File: config.mk
export PLATFORM = sky130hd
export DESIGN_NAME = mux4_scan_ctrl
export DESIGN_NICKNAME = d
export VERILOG_FILES = /design/src/rtl/mux4_scan_pkg.sv /design/src/rtl/mux4_scan_dwell.sv /design/src/rtl/mux4_scan_ctrl.sv
export SDC_FILE = /design/constraint.sdc
export NUM_CORES = 1
export LEC_CHECK = 0
export BUFFER_PORTS_ARGS = -buffer_cell sky130_fd_sc_hd__buf_2
export CAP_MARGIN = 30
export CELL_PAD_IN_SITES_DETAIL_PLACEMENT = 1
export CELL_PAD_IN_SITES_GLOBAL_PLACEMENT = 2
export CORE_MARGIN = 8
export CORE_UTILIZATION = 30
export CTS_BUF_LIST = sky130_fd_sc_hd__clkbuf_8
export DETAILED_ROUTE_END_ITERATION = 6
export GPL_ROUTABILITY_DRIVEN = 0
export PLACE_DENSITY_LB_ADDON = 0.2
export SYNTH_ARGS = -nofsm -noshare
export SYNTH_HDL_FRONTEND = slang
export SYNTH_SLANG_ARGS = --single-unit
File: constraint.sdc
create_clock -name clk -period 1.91 [get_ports clk]
set_clock_uncertainty 0.15 [all_clocks]
set_input_delay 0.0955 -clock clk [delete_from_list [all_inputs] [get_ports clk]]
set_output_delay 0.0955 -clock clk [all_outputs]
set_load 0.02 [all_outputs]
File: src/rtl/mux4_scan_pkg.sv
// Shared types and channel-walk helpers for the 4->1 mux scan sequencer.
package mux4_scan_pkg;

  localparam int NCH = 4;

  typedef enum logic [1:0] {IDLE, SETTLE, FINISH} scan_state_t;

  typedef logic [NCH-1:0] ch_mask_t;

  typedef struct packed {
    logic       found;
    logic [1:0] idx;
  } ch_pick_t;

  // Lowest enabled channel strictly above cur; descending loop lets the lowest win.
  function automatic ch_pick_t next_ch(input ch_mask_t mask, input logic [1:0] cur);
    ch_pick_t r;
    r = '0;
    for (int i = NCH - 1; i >= 0; i--) begin
      if (mask[i] && (i > int'(cur))) begin
        r.found = 1'b1;
        r.idx   = 2'(i);
      end
    end
    return r;
  endfunction

  function automatic ch_pick_t first_ch(input ch_mask_t mask);
    ch_pick_t r;
    r = '0;
    for (int i = NCH - 1; i >= 0; i--) begin
      if (mask[i]) begin
        r.found = 1'b1;
        r.idx   = 2'(i);
      end
    end
    return r;
  endfunction

endpackage

File: src/rtl/mux4_scan_dwell.sv
// Dwell down-counter: load to DWELL-1, decrement toward zero, flag zero.
module mux4_scan_dwell #(
  parameter int DWELL = 2
) (
  input  logic clk,
  input  logic rst_n,
  input  logic load,
  input  logic dec,
  output logic zero
);

  localparam int CW = $clog2(DWELL + 1);

  logic [CW-1:0] cnt;

  always_ff @(posedge clk or negedge rst_n) begin
    if (!rst_n) begin
      cnt <= '0;
    end else if (load) begin
      cnt <= CW'(DWELL - 1);
    end else if (dec && (cnt != '0)) begin
      cnt <= cnt - CW'(1);
    end
  end

  assign zero = (cnt == '0);

endmodule

File: src/rtl/mux4_scan_ctrl.sv
// Round-robin scan sequencer driving a 4->1 mux select and capturing z per channel.
// Optional MUX4_SCAN_CHANGE_EN adds a per-channel change mask between completed scans.
module mux4_scan_ctrl
  import mux4_scan_pkg::*;
#(
  parameter int DWELL = 2
) (
  input  logic       clk,
  input  logic       rst_n,
  input  logic       start,
  input  logic       abort,
  input  logic [3:0] ch_en,
  input  logic       z_in,
  output logic [1:0] sel,
  output logic       busy,
  output logic       done,
  output logic [3:0] sample
`ifdef MUX4_SCAN_CHANGE_EN
  ,
  output logic [3:0] changed
`endif
);

  // Handshake: start is honoured only in IDLE; busy is high for the whole
  // scan; done pulses for one cycle at completion; abort ends a scan silently.
  scan_state_t state, state_nxt;
  ch_mask_t    mask_q, mask_nxt;
  logic [1:0]  sel_nxt;
  logic        cnt_load, cnt_dec, cnt_zero, capture;
  ch_pick_t    first_pick, next_pick;

  mux4_scan_dwell #(.DWELL(DWELL)) u_dwell (
    .clk   (clk),
    .rst_n (rst_n),
    .load  (cnt_load),
    .dec   (cnt_dec),
    .zero  (cnt_zero)
  );

  assign first_pick = first_ch(ch_en);
  assign next_pick  = next_ch(mask_q, sel);

  always_comb begin
    state_nxt = state;
    mask_nxt  = mask_q;
    sel_nxt   = sel;
    cnt_load  = 1'b0;
    cnt_dec   = 1'b0;
    capture   = 1'b0;
    case (state)
      IDLE: begin
        if (start) begin
          if (first_pick.found) begin
            mask_nxt  = ch_en;
            sel_nxt   = first_pick.idx;
            cnt_load  = 1'b1;
            state_nxt = SETTLE;
          end else begin
            state_nxt = FINISH;
          end
        end
      end
      SETTLE: begin
        if (abort) begin
          state_nxt = IDLE;
        end else if (!cnt_zero) begin
          cnt_dec = 1'b1;
        end else begin
          capture = 1'b1;
          if (next_pick.found) begin
            sel_nxt  = next_pick.idx;
            cnt_load = 1'b1;
          end else begin
            state_nxt = FINISH;
          end
        end
      end
      FINISH:  state_nxt = IDLE;
      default: state_nxt = IDLE;
    endcase
  end

  always_ff @(posedge clk or negedge rst_n) begin
    if (!rst_n) begin
      state  <= IDLE;
      mask_q <= '0;
      sel    <= '0;
      sample <= '0;
    end else begin
      state  <= state_nxt;
      mask_q <= mask_nxt;
      sel    <= sel_nxt;
      if (capture) sample[sel] <= z_in;
    end
  end

  assign busy = (state == SETTLE);
  assign done = (state == FINISH);

`ifdef MUX4_SCAN_CHANGE_EN
  logic [3:0] snap;

  // Compared on the FINISH cycle, when sample already holds the last capture.
  always_ff @(posedge clk or negedge rst_n) begin
    if (!rst_n) begin
      snap    <= '0;
      changed <= '0;
    end else if (state == FINISH) begin
      changed <= sample ^ snap;
      snap    <= sample;
    end
  end
`endif

endmodule

==> reports/results.md <==
| Metric | Value | Unit |
| --- | --- | --- |
| Status | complete, no violations | - |
| Cell family with most CP delay | compound AO/OA/AOI/OAI gates | - |
| Ys async rst share | 100 | % |
| Per-cell via count in the routed design | 4.94 | - |
| Antenna violations before repair | 0 | - |
| Routed wire length on met2 | 1.03 | mm |
| Post-route ant nets | 0 | - |
| DR WL/cell | 15.2 | µm |
| Pin count of the biggest net entering global routing | 14 | - |
| Die ar. | 4400 | µm² |
| Endpoints failing setup | 0 | - |
| Storage element area | 325 | µm² |
| Cell taking the most area after synthesis | dfrtp_1 | - |
| Worst reg2reg path startpoint | u_dwell.cnt[1]$_DFFE_PN0P_ | - |
| DRC violation count after routing | 0 | - |
| Number of stages on the worst setup path | 6 | - |
| Die height | 66.3 | µm |
| Cell types with the largest area share after synthesis | dfrtp_1 43%, mux2_2 10%, nor3_1 4.0% | - |
| Footprint of the multi-input gates | 432 | µm² |
| Min Tclk post-route | 1.89 | ns |
| Largest fanout on the critical path | 3 | - |
| Number of global-route vias before repair | 746 | - |
| I/O pin total | 17 | - |
| Synthesized net count | 85 | - |
| Hold Crit Class | primary input to flip-flop | - |
| Part of the cycle the worst path needs | 98.9 | % |
| Number of diodes added for antenna fixing | 0 | - |
| Most common cell after layout, fill and taps aside | buf_2 | - |
| Buffers and inverters on the worst path | 1 | - |
| CTS root buffer | clkbuf_8 | - |
| Share of final-layout standard cells stronger than drive strength 1 | 43.8 | % |
| Register-to-Register Path Depth | 6 | - |
| Critical path startpoint | u_dwell.cnt[1]$_DFFE_PN0P_ | - |
| Standard cell area after detailed placement | 927 | µm² |
| Count of flip-flops with a built-in enable after synthesis | 0 | - |
| Most used cells in the layout excluding fill and tap cells | 16 x buf_2, 13 x dfrtp_1, 12 x buf_4 | - |
| Top layer used by detailed routing | met4 | - |
| Number of nets in the layout | 123 | - |
| Area growth, synth to finish | 45.3 | % |
| Kind of launch point of the worst setup path | flip-flop | - |
| Synth Register Bits | 13 | - |
| Largest stage delay on the critical path | 0.39 | ns |
| Maximum root-to-sink buffer count | 2 | - |
| Total number of vias | 701 | - |
| Avg Inst Size Synth | 10.1 | µm² |
| Synthesized area | 759 | µm² |
| Count of maximum capacitance violations | 0 | - |
| Horizontal die dimension | 66.3 | µm |
| Unrepaired setup endpoints after global routing | yes | - |
| Peak VDD IR | 0.965 | mV |
| First-pass GRT wire length | 3.46 | mm |
| Number of iterations in the first detailed-routing pass | 4 | - |
| Warnings from Yosys | 0 | - |
| # port buffers | 16 | - |
| Final-report hold violation count | 0 | - |
| Total negative setup slack | 0 | ns |
| Global route overflow | 0 | - |
| Critical path class | flip-flop to flip-flop | - |
| Distinct cell type count after synthesis | 30 | - |
| Count of H-tree levels built during CTS | 1 | - |
| Synth top area share | 42.8 | % |
| Destination of the critical timing path | sel[1]$_DFFE_PN0P_ | - |
| Leakage power total | 0.000507 | µW |
| Routed met1 length | 934 | µm |
| Sequential fraction of the synthesis area | 42.8 | % |
| Final-layout fill cell count | 287 | - |
| Critical path data arrival time | 1.87 | ns |
| Relative slew slack | 72.6 | % |
| Met3 routed wirelength | 146 | µm |
| Power Density | 1490 | nW/µm² |
| Worst Max-Slew Pin Slew | 0.408 | ns |
| Slowest cell on the critical path | dfrtp_1 | - |
| Estimated wirelength of the detail-placed design | 1.65 | mm |
| Top flip-flop cell by instance count after synthesis | dfrtp_1 | - |
| Slew Limit Fails | 0 | - |
| CP cell instances | inv_2, ha_4, nand4bb_4, or3_1, a31o_4, o32a_1 | - |
| Design area | 1100 | µm² |
| TritonCTS clock tree | yes | - |
| Category of the worst setup path capture point | flip-flop | - |
| Number of clock sinks | 13 | - |
| Worst path required time | 1.90 | ns |
| Register-to-Register Setup Slack | 0.02 | ns |
| Maximum clock rate | 529 | MHz |
| Total GRT Usage | 10.5 | % |
| Number of standard-cell rows in the floorplan | 18 | - |
| Clock insertion delay at the later pin of the skew report | 0.25 | ns |
| Area of the core | 2430 | µm² |
| Clock buffers created by TritonCTS | 3 | - |
| Number of instances in the synthesized netlist | 75 | - |
| Initial core utilization | 31.2 | % |
| Reg2reg end | sel[1]$_DFFE_PN0P_ | - |
| Clock-pin slew reported for the worst setup and hold paths after clock tree synthesis | 0.06 | ns |
| Total detailed-routing wirelength | 2.16 | mm |
| Initial detailed-routing violation count | 11 | - |
## worst min-delay path, cell delays in order
cell and delay, ns:
buf_2 0.11, nor4_2 0.05, nand3_1 0.07, o21ai_0 0.07
## flip-flops by register name, summed over array words and instances (netlist names)
name         cells
mask_q           3
sample           4
sel              2
state            2
u_dwell.cnt      2
## per-layer routing
| layer | track usage, % | vias up |
|---|---|---|
| met5 | 0 | - |
| met4 | 4.00 | 0 |
| met3 | 4.92 | 5 |
| met2 | 17.5 | 17 |
| met1 | 11.1 | 329 |
| li1 | - | 350 |
## how the worst min path moves through the flow
stage,endpoint,slack [ns],depth (start not counted),from
finish,state[1]$_DFFE_PN0P_,0.05,4,ch_en[0]
global route,state[1]$_DFFE_PN0P_,0.10,4,ch_en[0]
CTS,state[1]$_DFFE_PN0P_,0.05,4,ch_en[0]
detailed placement,sample[1]$_DFFE_PN0P_,-0.14,1,rst_n
global placement,sample[1]$_DFFE_PN0P_,-0.14,1,rst_n
floorplan,mask_q[1]$_DFFE_PN0N_,-0.35,0,rst_n
## synth_stat cells, drive strengths merged, types with 2 or more instances
library cell	n
nor2b	3
nand3b	2
dfrtp	13
nand2	2
nor3	6
o21ai	3
nor4	2
mux2	7
nor2	4
nand3	3
o32a	2
clkbuf	2
a21oi	4
o31ai	2
inv	6
## what timing repair did
item,CTS,global route
resized for setup,1,2
hold buffers,7,0
hold endpoints to repair,22,0
pin swaps,1,2
setup endpoints to repair,2,8
setup buffers,3,3
## kinds of logic after synthesis
| logic type | count (synthesis) | synth area share, % |
|---|---|---|
| AOI/OAI and AO/OA | 17 | 16.0 |
| xor gates and xnor gates | 1 | 1.15 |
| adders and majority gates | 1 | 1.65 |
| buffers and inverters | 8 | 3.95 |
| DFF | 13 | 42.8 |
| muxes | 7 | 10.4 |
| and+or+nand+nor | 28 | 24.1 |
## report_power, final
group          switching (µW)  internal, µW
combinational             431           439
sequential                128           395
clock                     104           144
total                     663           979
## through the flow
step	util [%]	hold slack (ns)	instances	power, µW	setup WS [ns]
final	45.4	0.0455	142	1640	0.0213
after global routing	45.4	0.104	142	1780	-0.0268
after CTS	43.8	0.0537	139	1630	0.000327
after detailed placement	38.1	-0.145	125	1330	-0.0333
after global placement	38.1	-0.145	125	1310	0.0310
after floorplan	-	-0.350	75	1050	0.0219
## cell type report
cell class,instances,area share [%]
multi-input combinational,54,39.1
tap,30,3.40
inverter,6,2.04
clock buffer,3,3.74
timing repair buffer,35,21.8
sequential,13,29.5
clock inverter,1,0.454
Note: power is estimated with default switching activity, not from simulation.
